`src/rtl/writeback.sv`:
```
// Writeback stage of the TinyRisc-V core: waits on the memory stage for loads/stores,
// commits the selected result to the integer register file it owns and counts retirements.
module writeback #(
    parameter int XLEN      = 32,
    parameter int INSTRET_W = 64
) (
    input  logic                 clk,
    input  logic                 rst,
    input  logic                 start,
    input  logic [6:0]           opcode,
    input  logic [4:0]           rd,
    input  logic [XLEN-1:0]      alu_out,
    input  logic [XLEN-1:0]      pc_plus4,
    input  logic [XLEN-1:0]      rdata,
    input  logic                 mem_done,
    input  logic [4:0]           rs1_addr,
    input  logic [4:0]           rs2_addr,
    output logic [XLEN-1:0]      rs1_data,
    output logic [XLEN-1:0]      rs2_data,
    output logic                 busy,
    output logic                 commit,
    output logic                 illegal,
    output logic [INSTRET_W-1:0] instret
);

    localparam logic [6:0] OP_LOAD   = 7'b0000011;
    localparam logic [6:0] OP_STORE  = 7'b0100011;
    localparam logic [6:0] OP_BRANCH = 7'b1100011;
    localparam logic [6:0] OP_JAL    = 7'b1101111;
    localparam logic [6:0] OP_JALR   = 7'b1100111;
    localparam logic [6:0] OP_LUI    = 7'b0110111;
    localparam logic [6:0] OP_AUIPC  = 7'b0010111;
    localparam logic [6:0] OP_IMM    = 7'b0010011;
    localparam logic [6:0] OP_OP     = 7'b0110011;

    typedef enum logic [1:0] {
        IDLE     = 2'd0,
        WAIT_MEM = 2'd1,
        COMMIT   = 2'd2
    } state_t;

    typedef enum logic [1:0] {
        SEL_NONE = 2'd0,
        SEL_LOAD = 2'd1,
        SEL_LINK = 2'd2,
        SEL_ALU  = 2'd3
    } wb_sel_t;

    function automatic logic is_mem_op(input logic [6:0] op);
        return (op == OP_LOAD) || (op == OP_STORE);
    endfunction

    function automatic wb_sel_t decode_sel(input logic [6:0] op);
        wb_sel_t sel;
        case (op)
            OP_LOAD:                         sel = SEL_LOAD;
            OP_JAL, OP_JALR:                 sel = SEL_LINK;
            OP_LUI, OP_AUIPC, OP_IMM, OP_OP: sel = SEL_ALU;
            default:                         sel = SEL_NONE;
        endcase
        return sel;
    endfunction

    function automatic logic is_legal(input logic [6:0] op);
        logic legal;
        case (op)
            OP_LOAD, OP_STORE, OP_BRANCH, OP_JAL, OP_JALR,
            OP_LUI, OP_AUIPC, OP_IMM, OP_OP: legal = 1'b1;
            default:                         legal = 1'b0;
        endcase
        return legal;
    endfunction

    state_t                 state_r;
    state_t                 state_nxt_s;
    logic [6:0]             opcode_r;
    logic [4:0]             rd_r;
    logic [XLEN-1:0]        alu_out_r;
    logic [XLEN-1:0]        pc_plus4_r;
    logic [XLEN-1:0]        rdata_r;
    logic                   busy_r;
    logic                   commit_r;
    logic                   illegal_r;
    logic                   illegal_nxt_s;
    logic [INSTRET_W-1:0]   instret_r;
    logic [XLEN-1:0]        regs_r [0:31];
    wb_sel_t                sel_s;
    logic                   wr_en_s;
    logic [XLEN-1:0]        wdata_s;
    logic [XLEN-1:0]        rs1_data_s;
    logic [XLEN-1:0]        rs2_data_s;

    // State register
    always_ff @(posedge clk) begin
        if (rst) begin
            state_r <= IDLE;
        end else begin
            state_r <= state_nxt_s;
        end
    end

    // Next-state logic and the illegal flag of the instruction about to commit
    always_comb begin
        state_nxt_s   = state_r;
        illegal_nxt_s = 1'b0;
        case (state_r)
            IDLE: begin
                if (start) begin
                    if (is_mem_op(opcode)) begin
                        state_nxt_s = WAIT_MEM;
                    end else begin
                        state_nxt_s   = COMMIT;
                        illegal_nxt_s = !is_legal(opcode);
                    end
                end else begin
                    state_nxt_s = IDLE;
                end
            end
            WAIT_MEM: begin
                // Only LOAD/STORE reach this state, so the retiring op is always legal.
                if (mem_done) begin
                    state_nxt_s = COMMIT;
                end else begin
                    state_nxt_s = WAIT_MEM;
                end
            end
            COMMIT:  state_nxt_s = IDLE;
            default: state_nxt_s = IDLE;
        endcase
    end

    // Instruction operand capture on issue and load data capture on memory completion
    always_ff @(posedge clk) begin
        if (rst) begin
            opcode_r   <= 7'd0;
            rd_r       <= 5'd0;
            alu_out_r  <= {XLEN{1'b0}};
            pc_plus4_r <= {XLEN{1'b0}};
            rdata_r    <= {XLEN{1'b0}};
        end else begin
            case (state_r)
                IDLE: begin
                    if (start) begin
                        opcode_r   <= opcode;
                        rd_r       <= rd;
                        alu_out_r  <= alu_out;
                        pc_plus4_r <= pc_plus4;
                    end
                end
                WAIT_MEM: begin
                    if (mem_done) begin
                        rdata_r <= rdata;
                    end
                end
                default: begin
                    rdata_r <= rdata_r;
                end
            endcase
        end
    end

    // Registered status outputs, computed one cycle ahead from the next state
    always_ff @(posedge clk) begin
        if (rst) begin
            busy_r    <= 1'b0;
            commit_r  <= 1'b0;
            illegal_r <= 1'b0;
        end else begin
            busy_r    <= (state_nxt_s != IDLE);
            commit_r  <= (state_nxt_s == COMMIT);
            illegal_r <= illegal_nxt_s;
        end
    end

    // Write-back select and enable for the committing instruction
    always_comb begin
        sel_s   = decode_sel(opcode_r);
        wr_en_s = 1'b0;
        wdata_s = {XLEN{1'b0}};
        case (sel_s)
            SEL_LOAD: wdata_s = rdata_r;
            SEL_LINK: wdata_s = pc_plus4_r;
            SEL_ALU:  wdata_s = alu_out_r;
            default:  wdata_s = {XLEN{1'b0}};
        endcase
        if ((state_r == COMMIT) && (rd_r != 5'd0) && (sel_s != SEL_NONE)) begin
            wr_en_s = 1'b1;
        end else begin
            wr_en_s = 1'b0;
        end
    end

    // Integer register file; entry 0 is never written and never read out
    always_ff @(posedge clk) begin
        if (rst) begin
            for (int i = 0; i < 32; i++) begin
                regs_r[i] <= {XLEN{1'b0}};
            end
        end else if (wr_en_s) begin
            regs_r[rd_r] <= wdata_s;
        end
    end

    // Retired-instruction counter, wraps naturally
    always_ff @(posedge clk) begin
        if (rst) begin
            instret_r <= {INSTRET_W{1'b0}};
        end else if (state_r == COMMIT) begin
            instret_r <= instret_r + {{(INSTRET_W-1){1'b0}}, 1'b1};
        end
    end

    // Read ports with same-cycle forwarding of the value being written
    always_comb begin
        rs1_data_s = {XLEN{1'b0}};
        rs2_data_s = {XLEN{1'b0}};
        if (rs1_addr == 5'd0) begin
            rs1_data_s = {XLEN{1'b0}};
        end else if (wr_en_s && (rs1_addr == rd_r)) begin
            rs1_data_s = wdata_s;
        end else begin
            rs1_data_s = regs_r[rs1_addr];
        end
        if (rs2_addr == 5'd0) begin
            rs2_data_s = {XLEN{1'b0}};
        end else if (wr_en_s && (rs2_addr == rd_r)) begin
            rs2_data_s = wdata_s;
        end else begin
            rs2_data_s = regs_r[rs2_addr];
        end
    end

    assign rs1_data = rs1_data_s;
    assign rs2_data = rs2_data_s;
    assign busy     = busy_r;
    assign commit   = commit_r;
    assign illegal  = illegal_r;
    assign instret  = instret_r;

endmodule

```
`config.mk`:
```
export PLATFORM = sky130hd
export DESIGN_NAME = writeback
export DESIGN_NICKNAME = d
export VERILOG_FILES = /design/src/rtl/writeback.sv
export SDC_FILE = /design/constraint.sdc
export NUM_CORES = 2
export LEC_CHECK = 0
export ABC_AREA = 0
export CAP_MARGIN = 20
export CORE_MARGIN = 8
export CORE_UTILIZATION = 30
export DETAILED_ROUTE_END_ITERATION = 16
export HOLD_SLACK_MARGIN = 0.06
export PLACE_DENSITY = 0.48
export SLEW_MARGIN = 20
export SYNTH_ARGS = -nofsm -noshare
export SYNTH_HDL_FRONTEND = slang
export SYNTH_SLANG_ARGS = --single-unit
export TNS_END_PERCENT = 5
```
`constraint.sdc`:
```
create_clock -name clk -period 3.2 [get_ports clk]
set_input_delay 0.8 -clock clk [delete_from_list [all_inputs] [get_ports clk]]
set_output_delay 0.8 -clock clk [all_outputs]
set_load 0.03 [all_outputs]
```
Word-level counts from Yosys, hierarchy flattened. Memories as Yosys holds them, arrays and structs flattened. Cells that the tools add are included.

$add $sub $neg: 1. Equality and inequality tests: 24. Muxes and demuxes: 23. Bitwise logic cells: 2. Reduce and logical (&&, ||, !) cells: 19.

Operators by type and width (count): 32-bit two-way mux (5); 32-bit one-hot mux with 3 select lines (1); 64-bit by 1-bit adder with 64-bit output (second input constant) (1); 7-bit by 6-bit equality test with 1-bit output (second input constant) (5); 7-bit equality test (second input constant) (5); 32-bit OR reduction (1); 7-bit by 5-bit equality test with 1-bit output (second input constant) (4); 7-bit by 2-bit equality test with 1-bit output (second input constant) (2); 1-bit two-way mux (11); 5-bit equality test (2); 5-bit logical NOT (2); 9-bit OR reduction (1); 2-bit equality test (second input constant) (4); 4-bit OR reduction (2); 2-bit two-way mux (3); 2-bit one-hot mux with 3 select lines (1); 5-bit two-way mux (1); 5-bit nonzero test (1); 2-bit by 1-bit equality test with 1-bit output (second input constant) (2); 1-bit logical AND (4); 2-bit one-hot mux with 2 select lines (1); 2-bit AND reduction (2); 2-bit nonzero test (2); 2-bit logical NOT (1); other kinds (4) (5).

Flip-flop bits (word level): 177. RAM bits: 1024. Output and inout port bits: 131. Word-level logic and storage cells: 80. Memories kept: 1.

Memories: regs_r (depth 32, bits a word 32, read ports 2, clocked after memory_dff 0, write ports 32, line 86) `logic [XLEN-1:0] regs_r [0:31];`.

Logic depth before layout (Yosys ltp).
Word-level depth: 11. Mapped depth: 11. Gate-level depth less buffers: 7.

Worst setup path before layout. OpenSTA, ideal clock, no wires.

Path kind: in2out. From: in rs1_addr[0]. To: out rs1_data[12]. Arrival: 3052 ps. Data required time: 2400 ps. Path slack: -652 ps. Cell stages on the path: 10. Cell sequence: buf_4 -> buf_4 -> buf_2 -> nand2b_1 -> buf_2 -> a211oi_1 -> a2111oi_0 -> a31oi_1 -> o211a_1 -> a211oi_1.

Cells in the longest elaborated chain, start to end: 4.

Ends and longest elaborated chain: start, declared (line 16) `input logic [4:0] rs1_addr,`; parallel branches: the longest is 3 deep, another holds memory 32 x 32 bit; 32-bit two-way mux (*) (line 217) `if (rs1_addr == 5'd0) begin`; end, declared (line 18) `output logic [XLEN-1:0] rs1_data,`.

Mark *: on every way between the ends.

Final worst setup path.
From: reg opcode_r[4]. To: out rs1_data[27].

Cells in the longest elaborated chain, start to end: 9.

Ends and longest elaborated chain: start, declared (line 76) `logic [6:0] opcode_r;`; start signal, assigned (line 144) `opcode_r <= opcode;`; 7-bit by 6-bit equality test with 1-bit output (tied with other cells) (line 55) `case (op)`; 4-bit OR reduction or 2-bit OR reduction (tied branches) (line 55); 2-bit one-hot mux with 3 select lines (*) (line 55); 2-bit nonzero test (line 186) `if ((state_r == COMMIT) && (rd_r != 5'd0) && (sel_s != SEL_NONE)) begin`; 1-bit logical AND (line 186); 1-bit two-way mux (line 186); 1-bit logical AND (line 219) `end else if (wr_en_s && (rs1_addr == rd_r)) begin`; 32-bit two-way mux (*) (line 219); 32-bit two-way mux (*) (line 217).

Every way passes the cells marked *; elsewhere a longest branch is shown, timed or not.

==> impl_metrics.csv <==
group,metric,value,unit
cells_and_area,fill_cells,18988,
critical_path,crit_arrival,3.20,ns
route,wl_per_cell,30.5,microns
critical_path,critPathLaunchType,"flip-flop",
critical_path,cp-endpoint,"rs1_data[27]",
route,drtAntennaViolNets,0,
clock_network,cts_buffers,141,
logic_synthesis,yosys.cell_count.top_type,"nor2_1",
floorplanning,dieHeight,464,microns
floorplanning,fp.dieW,464,microns
clock_network,clock-root-buffer,"clkbuf_16",
clock_network,hold_buffers,0,
clock_network,path_clk_slew,0.06,ns
clock_network,clk_latency,0.79,ns
floorplanning,dieArea,215000,sq um
timing,drv_slew,0,
timing,fin_crit_sh,125,%
logic_synthesis,syn-cell-area,60100,sq um
cells_and_area,nNetsFinal,5700,
timing,max_freq,250,MHz
timing,setup_violations,64,
logic_synthesis,synth_common_cells,"nor2_1, edfxtp_1, mux2i_1",
global_route,grtUsageTotal,22.7,%
place,place.gp.congestion,0.913,
pwr,leakage,0.0275,uW
logic_synthesis,synthCells,4870,
clock_network,cts_tree,"done",
critical_path,worstPathMaxFanout,6,
cells_and_area,drive_gt1_share,27.8,%
place,dp_hpwl,177,mm
floorplanning,design.core.area,199000,sq um
floorplanning,io_pins,253,
place,port_buffers,252,
flow_run,maxCapViolations,0,
global_route,gr-total-overflow,0,
logic_synthesis,synthAdderAreaFrac,0.0208,%
clock_network,cts_buffer_depth,3,
global_route,grt_max_degree,107,
critical_path,ff2ff_path_depth,10,
logic_synthesis,yosysWarnings,0,
place,place_inst,8068,
logic_synthesis,synth_largest_area_cell,"edfxtp_1",
timing,setup_slack,-0.802,ns
logic_synthesis,yosysTopAreaCellShare,51.2,%
timing,relSlewSlack,45.4,%
logic_synthesis,muxShareOfSynthArea,18.5,%
critical_path,critical_path_class,"reg -> out",
critical_path,reg2reg_setup_slack,0.15,ns
timing,rsz0062_at_grt,"yes",
pwr,comb_power_share,13.8,%
timing,hold_slack,0.454,ns
critical_path,required,2.40,ns
clock_network,htree_levels,4,
logic_synthesis,ys_top_cells_by_area,"edfxtp_1, mux4_2, nor2_1",
timing,min_period,4.00,ns
route,drtIter0Drc,4887,
critical_path,r2r-end,"regs_r[26][8]$_SDFFCE_PN0P_",
pwr,switchingPower,10100,uW
global_route,grt_pass1_vias,46967,
floorplanning,start_util,30.1,%
logic_synthesis,synthXorXnorAreaFrac,0.947,%
critical_path,setup.worst_path.end_class,"output port",
critical_path,reg2reg_from,"opcode_r[4]$_SDFFE_PP0P_",
logic_synthesis,synth-simple-area-share,12.1,%
cells_and_area,syn2layout_area_growth,31.1,%
route,viasPerCell,5.54,
worst_hold_path,holdPathStages,2,
global_route,grt_pass1_wl,355,mm
clock_network,cts.sinks,1201,
logic_synthesis,synth_compound_area_share,7.89,%
cells_and_area,instances_no_fill,8339,
route,drc,0,
logic_synthesis,ys_seq_elements,1201,
critical_path,crit_start,"opcode_r[4]$_SDFFE_PP0P_",
logic_synthesis,synth_top_flop_cell,"edfxtp_1",
timing,tightest_slew,0.819,ns
worst_hold_path,min_path_type,"reg -> reg",
route,finalWirelength,254,mm
cells_and_area,utilization,39.5,%
pwr,p_per_area,499,nW/um^2
run_status,violations,"setup timing",
floorplanning,row_count,164,
route,vias,46223,
run_status,status,"complete, but fails checks",
pwr,p_clk_share,41.0,%
logic_synthesis,synth_edf_count,1024,
pwr,p_sw_share,25.6,%
route,first_pass_iters,7,
logic_synthesis,async_reset_ff_share,0,%
logic_synthesis,synth_top_family_by_area,"multiplexers",
logic_synthesis,syn_area_per_cell,12.3,sq um
pwr,internal_power,29300,uW
logic_synthesis,synth_cell_types,61,
global_route,antenna_found_initial,7,
pwr,ir_drop,519,uV
logic_synthesis,seq_area_frac_synth,57.1,%
timing,finClkSkew,0.0290,ns
timing,hold_viol_final,0,
pwr,seq_power_share,45.1,%
-- state kept, by name, indices dropped and copies added, names as in the netlist --
signal / count
commit: 1
busy: 1
illegal: 1
pc_plus4_r: 32
state_r: 2
opcode_r: 7
instret: 64
rd_r: 5
regs_r: 1024
alu_out_r: 32
rdata_r: 32
-- metrics by stage --
stage	total power (uW)	setup slack (ns)	TNS, ns	area (sq um)
floorplan	20500	-0.0311	-1.17	61500
global placement	23400	-1.25	-51.85	73600
detailed placement	23500	-1.23	-51.31	73600
CTS	39600	-0.808	-48.24	78700
global route	40500	-0.853	-50.80	78800
finish	39300	-0.802	-44.97	78800
-- layer usage --
layer  track usage (%)  routed length, microns  vias to the layer above
li1                  -                       -                    19639
met1              29.2                  102000                    24181
met2              37.7                  122000                     1946
met3              3.85                   17200                      451
met4              10.1                   12800                        6
met5                 0                      41                        -
-- kinds of logic after synthesis --
kind of cell	count (synthesis)
buffers and inverters	492
xor gates and xnor gates	65
AOI/OAI and AO/OA	668
DFF	1201
adders and majority gates	1
and+or+nand+nor	1733
muxes	709
other	1
-- worst max-delay path, stage by stage, from the launching register on --
cell and delay [ns]:
dfxtp_2 0.33, nand4b_1 0.20, o22ai_2 0.22, buf_6 0.17
nand2_8 0.07, or4_4 0.46, buf_12 0.19, a211oi_4 0.54
buf_12 0.19
-- layout by cell type (no fill, tap or decap), types with 59 or more instances in the layout --
master              n
nor2b_1            68
a22oi_1           211
clkdlybuf4s50_1   179
nand2_1           256
buf_12            244
mux4_2            323
a21oi_1           127
buf_4             566
nand3_1            59
dfxtp_1           173
edfxtp_1         1024
mux2i_1           386
clkbuf_16         145
nor2_1           1096
-- power by group through the flow --
stage,clock (uW),sequential (uW),combinational [uW]
floorplan,0,18000,2540
global placement,0,18000,5390
detailed placement,0,18100,5390
CTS,16400,17700,5460
global route,17000,17800,5640
finish,16100,17800,5440
-- layout make-up --
class	count	area, sq um	area share (%)
timing repair buffer	1015	11400	14.4
clock buffer	183	3850	4.89
tap	2656	3320	4.22
multi-input combinational	3208	25200	32.0
inverter	10	38.8	0.0492
sequential	1201	34300	43.5
clock inverter	64	653	0.829
antenna	2	5.00	0.00635
-- worst min-delay path by stage --
stage	end	slack, ns	startpoint
3_3_place_gp	rdata_r[23]$_SDFFE_PP0P_	0.44	rdata_r[23]$_SDFFE_PP0P_
2_1_floorplan	rdata_r[9]$_SDFFE_PP0P_	0.43	rdata_r[9]$_SDFFE_PP0P_
6_report	rdata_r[23]$_SDFFE_PP0P_	0.45	rdata_r[23]$_SDFFE_PP0P_
5_1_grt	rdata_r[11]$_SDFFE_PP0P_	0.47	rdata_r[11]$_SDFFE_PP0P_
4_1_cts	rdata_r[23]$_SDFFE_PP0P_	0.45	rdata_r[23]$_SDFFE_PP0P_
3_5_place_dp	rdata_r[23]$_SDFFE_PP0P_	0.45	rdata_r[23]$_SDFFE_PP0P_
-- what timing repair did --
action,in CTS,in global routing
setup buffers,18,1
gates cloned,3,0
pin swaps,44,9
endpoints found under the setup margin,64,64
gates resized for setup,88,22
Note: power is estimated with default switching activity, not from simulation.
